$ cat config.mk
export PLATFORM = sky130hd
export DESIGN_NAME = fp32_arith_unit
export DESIGN_NICKNAME = d
export VERILOG_FILES = /design/src/rtl/fp32_arith_unit.sv
export SDC_FILE = /design/constraint.sdc
export NUM_CORES = 2
export LEC_CHECK = 0
export BUFFER_PORTS_ARGS = -buffer_cell sky130_fd_sc_hd__buf_2
export CAP_MARGIN = 20
export CELL_PAD_IN_SITES_DETAIL_PLACEMENT = 2
export CELL_PAD_IN_SITES_GLOBAL_PLACEMENT = 2
export CORE_AREA = 2 2 329 331
export DETAILED_ROUTE_END_ITERATION = 6
export DIE_AREA = 0 0 331 333
export PLACE_DENSITY = 0.92
export SLEW_MARGIN = 30
export SYNTH_ARGS = -nofsm -noshare
export SYNTH_HDL_FRONTEND = slang
export SYNTH_SLANG_ARGS = --single-unit
$ cat constraint.sdc
create_clock -name clk -period 26.3 [get_ports clk]
set_clock_uncertainty 0.15 [all_clocks]
set_input_delay 1.315 -clock clk [delete_from_list [all_inputs] [get_ports clk]]
set_output_delay 1.315 -clock clk [all_outputs]
set_load 0.02 [all_outputs]
$ cat src/rtl/fp32_arith_unit.sv
// fp32_arith_unit: IEEE-754 binary32 add/sub/mul/div behind a start/finish handshake.
// One operation in flight: IDLE -> UNPACK -> CALC -> NORM -> DONE.
// CALC takes one clock for add/sub/mul. For div it takes DIV_ITERS clocks (restoring, 1 bit/clock).
// Optional feature macro: ROUND_NEAREST_EN selects round-to-nearest-even.
// Without it, results are truncated (round toward zero).
module fp32_arith_unit #(
  parameter int DIV_ITERS = 24
) (
  input  logic        clk,
  input  logic        rst_n,
  input  logic        start,
  input  logic [1:0]  funct,
  input  logic [31:0] a,
  input  logic [31:0] b,
  output logic [31:0] o,
  output logic        finish,
  output logic        busy,
  output logic        zero,
  output logic        ovf,
  output logic        unf
);

  typedef enum logic [2:0] {S_IDLE, S_UNPACK, S_CALC, S_NORM, S_DONE} state_e;
  typedef enum logic [1:0] {OP_ADD = 2'd0, OP_SUB = 2'd1, OP_DIV = 2'd2, OP_MUL = 2'd3} op_e;

  localparam logic [31:0] QNAN    = 32'h7FC0_0000;
  localparam logic [30:0] INF_MAG = 31'h7F80_0000;
  localparam int          CNT_W   = (DIV_ITERS > 1) ? $clog2(DIV_ITERS) : 1;
  localparam logic [CNT_W-1:0] CNT_LAST = CNT_W'(DIV_ITERS - 1);

  state_e state_q, state_d;
  op_e    op_q;
  logic   accept;

  logic [31:0] a_q, b_q;
  logic [CNT_W-1:0] cnt_q;
  logic [24:0] r_q;
  logic [DIV_ITERS-1:0] q_q;
  logic [27:0] mant_q;
  logic signed [9:0] exp_q;
  logic sign_q;
  logic spec_hit_q, spec_zero_q, spec_ovf_q;
  logic [31:0] spec_o_q;

  // Unpacked operand fields (exp == 0 is treated as zero, so denormals never reach the datapath)
  logic sa, sb, sbe, sx;
  logic [7:0] ea, eb;
  logic [23:0] ma, mb;
  logic a_zero, a_inf, a_nan, b_zero, b_inf, b_nan;

  assign accept = (state_q == S_IDLE) && start && !busy;

  // Split operands into sign/exponent/mantissa with hidden bit and classify them
  always_comb begin
    sa     = a_q[31];
    sb     = b_q[31];
    ea     = a_q[30:23];
    eb     = b_q[30:23];
    ma     = {ea != 8'd0, a_q[22:0]};
    mb     = {eb != 8'd0, b_q[22:0]};
    a_zero = (ea == 8'd0);
    b_zero = (eb == 8'd0);
    a_inf  = (ea == 8'hFF) && (a_q[22:0] == 23'd0);
    b_inf  = (eb == 8'hFF) && (b_q[22:0] == 23'd0);
    a_nan  = (ea == 8'hFF) && (a_q[22:0] != 23'd0);
    b_nan  = (eb == 8'hFF) && (b_q[22:0] != 23'd0);
    sbe    = sb ^ (op_q == OP_SUB);
    sx     = sa ^ sb;
  end

  // Special operand combinations that bypass the arithmetic path
  logic spec_hit, spec_zero, spec_ovf;
  logic [31:0] spec_o;
  // NOTE: every combinational output gets a default first so no path leaves it unassigned (no latch).
  always_comb begin
    spec_hit  = 1'b0;
    spec_o    = 32'd0;
    spec_zero = 1'b0;
    spec_ovf  = 1'b0;
    if (a_nan || b_nan) begin
      spec_hit = 1'b1;
      spec_o   = QNAN;
    end else begin
      case (op_q)
        OP_ADD, OP_SUB: begin
          if (a_inf && b_inf) begin
            spec_hit = 1'b1;
            spec_o   = (sa == sbe) ? {sa, INF_MAG} : QNAN;
          end else if (a_inf) begin
            spec_hit = 1'b1;
            spec_o   = {sa, INF_MAG};
          end else if (b_inf) begin
            spec_hit = 1'b1;
            spec_o   = {sbe, INF_MAG};
          end else if (a_zero && b_zero) begin
            spec_hit  = 1'b1;
            spec_o    = {sa & sbe, 31'd0};
            spec_zero = 1'b1;
          end else if (a_zero) begin
            spec_hit = 1'b1;
            spec_o   = {sbe, b_q[30:0]};
          end else if (b_zero) begin
            spec_hit = 1'b1;
            spec_o   = a_q;
          end
        end
        OP_MUL: begin
          if ((a_inf && b_zero) || (a_zero && b_inf)) begin
            spec_hit = 1'b1;
            spec_o   = QNAN;
          end else if (a_inf || b_inf) begin
            spec_hit = 1'b1;
            spec_o   = {sx, INF_MAG};
          end else if (a_zero || b_zero) begin
            spec_hit  = 1'b1;
            spec_o    = {sx, 31'd0};
            spec_zero = 1'b1;
          end
        end
        default: begin
          if ((a_zero && b_zero) || (a_inf && b_inf)) begin
            spec_hit = 1'b1;
            spec_o   = QNAN;
          end else if (a_inf) begin
            spec_hit = 1'b1;
            spec_o   = {sx, INF_MAG};
          end else if (b_inf) begin
            spec_hit  = 1'b1;
            spec_o    = {sx, 31'd0};
            spec_zero = 1'b1;
          end else if (b_zero) begin
            spec_hit = 1'b1;
            spec_o   = {sx, INF_MAG};
            spec_ovf = 1'b1;
          end else if (a_zero) begin
            spec_hit  = 1'b1;
            spec_o    = {sx, 31'd0};
            spec_zero = 1'b1;
          end
        end
      endcase
    end
  end

  // Single-cycle add/sub/mul datapath, plus divider setup.
  // Layout of calc_mant: bit 27 is the carry, bit 26 is the hidden bit, bits 2:0 are guard/round/sticky.
  logic swap, ma_lt, lost, sl, ss;
  logic [7:0] el, es, d;
  logic [23:0] ml, ms;
  logic [4:0] dcap;
  logic [26:0] al_s, shifted, mask;
  logic [27:0] sum, calc_mant;
  logic [47:0] prod;
  logic signed [9:0] calc_exp;
  logic calc_sign;
  logic [24:0] div_r_init;
  always_comb begin
    swap    = {eb, mb} > {ea, ma};
    el      = swap ? eb : ea;
    es      = swap ? ea : eb;
    ml      = swap ? mb : ma;
    ms      = swap ? ma : mb;
    sl      = swap ? sbe : sa;
    ss      = swap ? sa : sbe;
    d       = el - es;
    dcap    = (d > 8'd27) ? 5'd27 : d[4:0];
    al_s    = {ms, 3'b000};
    shifted = al_s >> dcap;
    mask    = ~(27'h7FF_FFFF << dcap);
    lost    = |(al_s & mask);
    if (sl == ss)
      sum = {1'b0, ml, 3'b000} + {1'b0, shifted[26:1], shifted[0] | lost};
    else
      sum = {1'b0, ml, 3'b000} - {1'b0, shifted[26:1], shifted[0] | lost};
    prod  = 48'(ma) * 48'(mb);
    ma_lt = ma < mb;
    // Pre-scale the dividend when it is smaller, so the quotient always lands in [1,2)
    div_r_init = ma_lt ? {ma, 1'b0} : {1'b0, ma};
    calc_mant  = 28'd0;
    calc_exp   = 10'sd0;
    calc_sign  = sx;
    case (op_q)
      OP_ADD, OP_SUB: begin
        calc_mant = sum;
        calc_exp  = $signed({2'b00, el});
        calc_sign = sl;
      end
      OP_MUL: begin
        calc_mant = {prod[47:21], |prod[20:0]};
        calc_exp  = $signed({2'b00, ea}) + $signed({2'b00, eb}) - 10'sd127;
      end
      default: begin
        calc_exp = $signed({2'b00, ea}) - $signed({2'b00, eb}) + 10'sd127
                   - $signed({9'd0, ma_lt});
      end
    endcase
  end

  // One restoring-division step: subtract the divisor when it fits, shift in the quotient bit
  logic r_ge;
  logic [24:0] r_sub, r_next;
  logic [DIV_ITERS-1:0] q_next;
  always_comb begin
    r_ge   = r_q >= {1'b0, mb};
    r_sub  = r_ge ? (r_q - {1'b0, mb}) : r_q;
    r_next = {r_sub[23:0], 1'b0};
    q_next = {q_q[DIV_ITERS-2:0], r_ge};
  end

  // Normalise (right by one on carry, else leading-zero left shift), round, and pack
  logic [27:0] in_m;
  logic [26:0] nm;
  logic [4:0] lz;
  logic found;
  logic signed [9:0] ne, fe;
  logic [22:0] frac;
  logic [31:0] res_o;
  logic res_zero, res_ovf, res_unf;
`ifdef ROUND_NEAREST_EN
  logic rnd_inc;
  logic [24:0] rm;
`endif
  always_comb begin
    // Divider remainder supplies the guard bit; a nonzero leftover remainder supplies the sticky bit
    in_m  = (op_q == OP_DIV) ? {1'b0, q_q[DIV_ITERS-1 -: 24], r_ge, 1'b0, |r_sub} : mant_q;
    lz    = 5'd0;
    found = 1'b0;
    for (int i = 26; i >= 0; i--) begin
      if (!found) begin
        if (in_m[i]) found = 1'b1;
        else         lz    = lz + 5'd1;
      end
    end
    if (in_m[27]) begin
      nm = {in_m[27:2], in_m[1] | in_m[0]};
      ne = exp_q + 10'sd1;
    end else begin
      nm = in_m[26:0] << lz;
      ne = exp_q - $signed({5'd0, lz});
    end
`ifdef ROUND_NEAREST_EN
    rnd_inc = nm[2] & (nm[1] | nm[0] | nm[3]);
    rm      = {1'b0, nm[26:3]} + {24'd0, rnd_inc};
    if (rm[24]) begin
      frac = rm[23:1];
      fe   = ne + 10'sd1;
    end else begin
      frac = rm[22:0];
      fe   = ne;
    end
`else
    frac = nm[25:3];
    fe   = ne;
`endif
    res_o    = {sign_q, fe[7:0], frac};
    res_zero = 1'b0;
    res_ovf  = 1'b0;
    res_unf  = 1'b0;
    if (spec_hit_q) begin
      res_o    = spec_o_q;
      res_zero = spec_zero_q;
      res_ovf  = spec_ovf_q;
    end else if (nm == 27'd0) begin
      res_o    = 32'd0;
      res_zero = 1'b1;
    end else if (fe >= 10'sd255) begin
      res_o   = {sign_q, INF_MAG};
      res_ovf = 1'b1;
    end else if (fe <= 10'sd0) begin
      res_o    = {sign_q, 31'd0};
      res_zero = 1'b1;
      res_unf  = 1'b1;
    end
  end

  // Next-state logic
  always_comb begin
    state_d = state_q;
    case (state_q)
      S_IDLE:   if (accept) state_d = S_UNPACK;
      S_UNPACK: state_d = S_CALC;
      S_CALC:   if (op_q != OP_DIV || cnt_q == CNT_LAST) state_d = S_NORM;
      S_NORM:   state_d = S_DONE;
      S_DONE:   state_d = S_IDLE;
      default:  state_d = S_IDLE;
    endcase
  end

  // State register
  // NOTE: sequential state uses non-blocking assignments so every flop samples pre-edge values.
  always_ff @(posedge clk or negedge rst_n) begin
    if (!rst_n) state_q <= S_IDLE;
    else        state_q <= state_d;
  end

  // Visible outputs: result and flags load in NORM, finish pulses the cycle after DONE
  always_ff @(posedge clk or negedge rst_n) begin
    if (!rst_n) begin
      o      <= 32'd0;
      finish <= 1'b0;
      busy   <= 1'b0;
      zero   <= 1'b0;
      ovf    <= 1'b0;
      unf    <= 1'b0;
    end else begin
      finish <= (state_q == S_DONE);
      if (accept)      busy <= 1'b1;
      else if (finish) busy <= 1'b0;
      if (state_q == S_NORM) begin
        o    <= res_o;
        zero <= res_zero;
        ovf  <= res_ovf;
        unf  <= res_unf;
      end
    end
  end

  // Operand and working registers
  // NOTE: datapath registers are left unreset; control only reads them after loading them.
  always_ff @(posedge clk) begin
    if (accept) begin
      a_q  <= a;
      b_q  <= b;
      op_q <= op_e'(funct);
    end
    case (state_q)
      S_UNPACK: begin
        spec_hit_q  <= spec_hit;
        spec_o_q    <= spec_o;
        spec_zero_q <= spec_zero;
        spec_ovf_q  <= spec_ovf;
        r_q         <= div_r_init;
        q_q         <= '0;
        cnt_q       <= '0;
      end
      S_CALC: begin
        mant_q <= calc_mant;
        exp_q  <= calc_exp;
        sign_q <= calc_sign;
        if (op_q == OP_DIV) begin
          r_q   <= r_next;
          q_q   <= q_next;
          cnt_q <= cnt_q + CNT_W'(1);
        end
      end
      default: ;
    endcase
  end

endmodule

==> impl_metrics.tcl <==
set metrics [dict create \
    status "complete, but fails checks" \
    violations "DRC" \
    max_stage_delay_ps 700 \
    port_buffers 105 \
    drt_iter0_markers 6507 \
    yosysMostFrequentCell "nand2_1" \
    grt_use_total_pct 46.04 \
    htree_levels 2 \
    slew_headroom_pct 11.29 \
    reg2reg_slack_ps 3490 \
    pre_cts_ws_ps 4112 \
    cts-hold-fix-buffers 0 \
    insertion_delay_ps 670 \
    critPathTopFamily "adder cells" \
    ys_seq_elements 234 \
    syn_inst 5250 \
    path_clk_slew_ps 70 \
    crit_fanout 74 \
    cpMostUsedCell "ha_1" \
    ys_warn_count 0 \
    cp_data_arrival_time_ps 23210 \
    grt_pass1_wl_mm 367.3 \
    start_util_pct 40.82 \
    clk_path_buf_depth 3 \
    design.core.area_um2 106600 \
    drc 153 \
    syn_area_per_cell_um2 8.289 \
    hold_viol 0 \
    fin_tns_setup_ps 0 \
    grt_max_degree 75 \
    synth-main-ff-cell "edfxtp_1" \
    synth-edff-count 194 \
    grt_pass1_vias 51670 \
    r2r-start "op_q[1]" \
    dr.pass1.iters 7 \
    drive_above_1_share_pct 7.913 \
    gp_congestion 0.9831 \
    drv_slew 0 \
    num_rows 120 \
    dieArea_um2 110200 \
    synth_common_cells "nand2_1 (719), inv_1 (697), nor2_1 (494)" \
    reg2reg_depth 101 \
    synthesis.nets 6204 \
    clock-root-buffer "clkbuf_16" \
    wl_per_cell_um 38.55 \
    worst-path-stages 101 \
    via_per_inst 7.080 \
    crit_type "flip-flop to flip-flop" \
    synth_cell_types 120 \
    dp_hpwl_mm 171.2 \
    synth_area_leader_cell "fa_1" \
    startpoint "op_q[1]" \
    r2r_end "o[2]" \
    end_kind "flip-flop" \
    fin_crit_ps 22810 \
    finalSetupViolCount 0 \
    fin_crit_sh_pct 86.74 \
    cts_resized 0 \
    area_growth_pct 8.214 \
    wirelength_mm 258.0 \
    grt_setup_unrepaired "false" \
    overflow 0 \
    cts_buffers 34 \
    crit_path_start_kind "flip-flop" \
    antenna_left 0 \
    setup_ws_ps 3487 \
    yosysTopAreaCellShare_pct 22.45 \
    nNetsFinal 6185 \
    synthArstFlopShare_pct 17.09 \
    syn_area_um2 43520 \
    post_cts_buffers 0 \
    cts.sinks 234 \
    ios 106 \
    die_w_um 331 \
    synthTopCellsByArea "fa_1 (22%), edfxtp_1 (13%), ha_1 (11%)" \
    antenna_found_initial 38 \
    worst-path-buf-inv 9 \
    cap_violations 0 \
    vias 47380 \
    hp-class "flip-flop to flip-flop" \
    max_slew.worst_pin.slew_ps 1317 \
    die_h_um 333 \
    cts_tree "yes" \
    required_ps 26700 \
    yosysSeqAreaShare_pct 15.69 \
    cpMaxStageDelayCell "buf_4" \
    max_freq_mhz 43.83 \
    crit_path_end "o[2]" \
]
-- metrics by stage --
step                util, %  hold WS [ps]  area (um^2)  std cells
floorplan                 -         317.7        43520       5250
detailed placement    42.90         332.6        45740       6595
CTS                   44.01         346.5        46920       6657
global placement      42.88         327.8        45710       6595
global route          44.13         395.5        47040       6671
finish                44.18         339.7        47090       6692
-- metal layers --
layer  up-vias  track usage [%]  wire length [um]
met2      4017            69.31            113000
met4        40            36.78             25740
met1     23680            49.01             85680
met5         -            4.703               668
li1      17780                -                 -
met3      1864            21.45             32960
-- layout make-up --
| class | count | area, um^2 |
|---|---|---|
| clock inverters | 16 | 210.2 |
| flip-flops and latches | 234 | 6828 |
| diodes | 32 | 80.08 |
| fillers | 11660 | 59510 |
| inverters | 718 | 2695 |
| clock buffers | 46 | 968.4 |
| multi-input cells | 4012 | 33050 |
| well taps | 1403 | 1755 |
| repair buffers | 231 | 1501 |
-- registers in the layout, summed over array words and instances, names as in the netlist --
register	flops
a_q	32
b_q	32
o	32
spec_o_q	32
mant_q	28
r_q	25
q_q	24
exp_q	10
cnt_q	5
state_q	3
op_q	2
busy	1
finish	1
ovf	1
sign_q	1
spec_hit_q	1
spec_ovf_q	1
spec_zero_q	1
unf	1
zero	1
-- cells in the final DEF, fill, tap and decap left out, types with 34 or more instances in the layout --
master	netlist	routed
nand2_1	719	719
inv_1	697	695
nor2_1	494	493
fa_1	488	488
ha_1	397	397
a21oi_1	295	293
o21ai_0	215	208
edfxtp_1	194	194
buf_4	2	124
xnor2_1	112	109
mux2i_1	107	107
buf_2	10	104
nand3_1	79	78
nor3_1	75	72
and3_1	66	66
a211oi_1	63	62
a21o_1	60	59
o211ai_1	46	46
a31oi_1	46	45
xor2_1	39	39
dfrtp_1	40	39
clkbuf_16	0	36
nor4_1	37	34
-- cells by family after synthesis --
family	count (synthesis)	synth area share, %
AOI/OAI and AO/OA	1108	16.84
xor gates and xnor gates	163	3.605
adders and majority gates	891	34.00
buffers and inverters	1004	8.775
DFF	234	15.69
muxes	134	3.283
and+or+nand+nor	1716	17.81
-- how the worst min path moves through the flow --
| stage | start | endpoint | slack [ps] | cells after the start |
|---|---|---|---|---|
| final | o[9] | o[9] | 340 | 2 |
| after global routing | o[9] | o[9] | 400 | 2 |
| after CTS | o[9] | o[9] | 350 | 2 |
| after detailed placement | o[9] | o[9] | 330 | 2 |
| after global placement | busy | busy | 330 | 1 |
| after floorplan | state_q[0] | finish | 320 | 1 |
-- tightest hold or removal path, stage by stage (launching register included) --
cell	delay, ps
dfrtp_1	340
nand2_1	50
o21ai_0	60
Power is not shown: default switching activity piles up to over one toggle a cycle in this logic, so the estimate is an artifact.
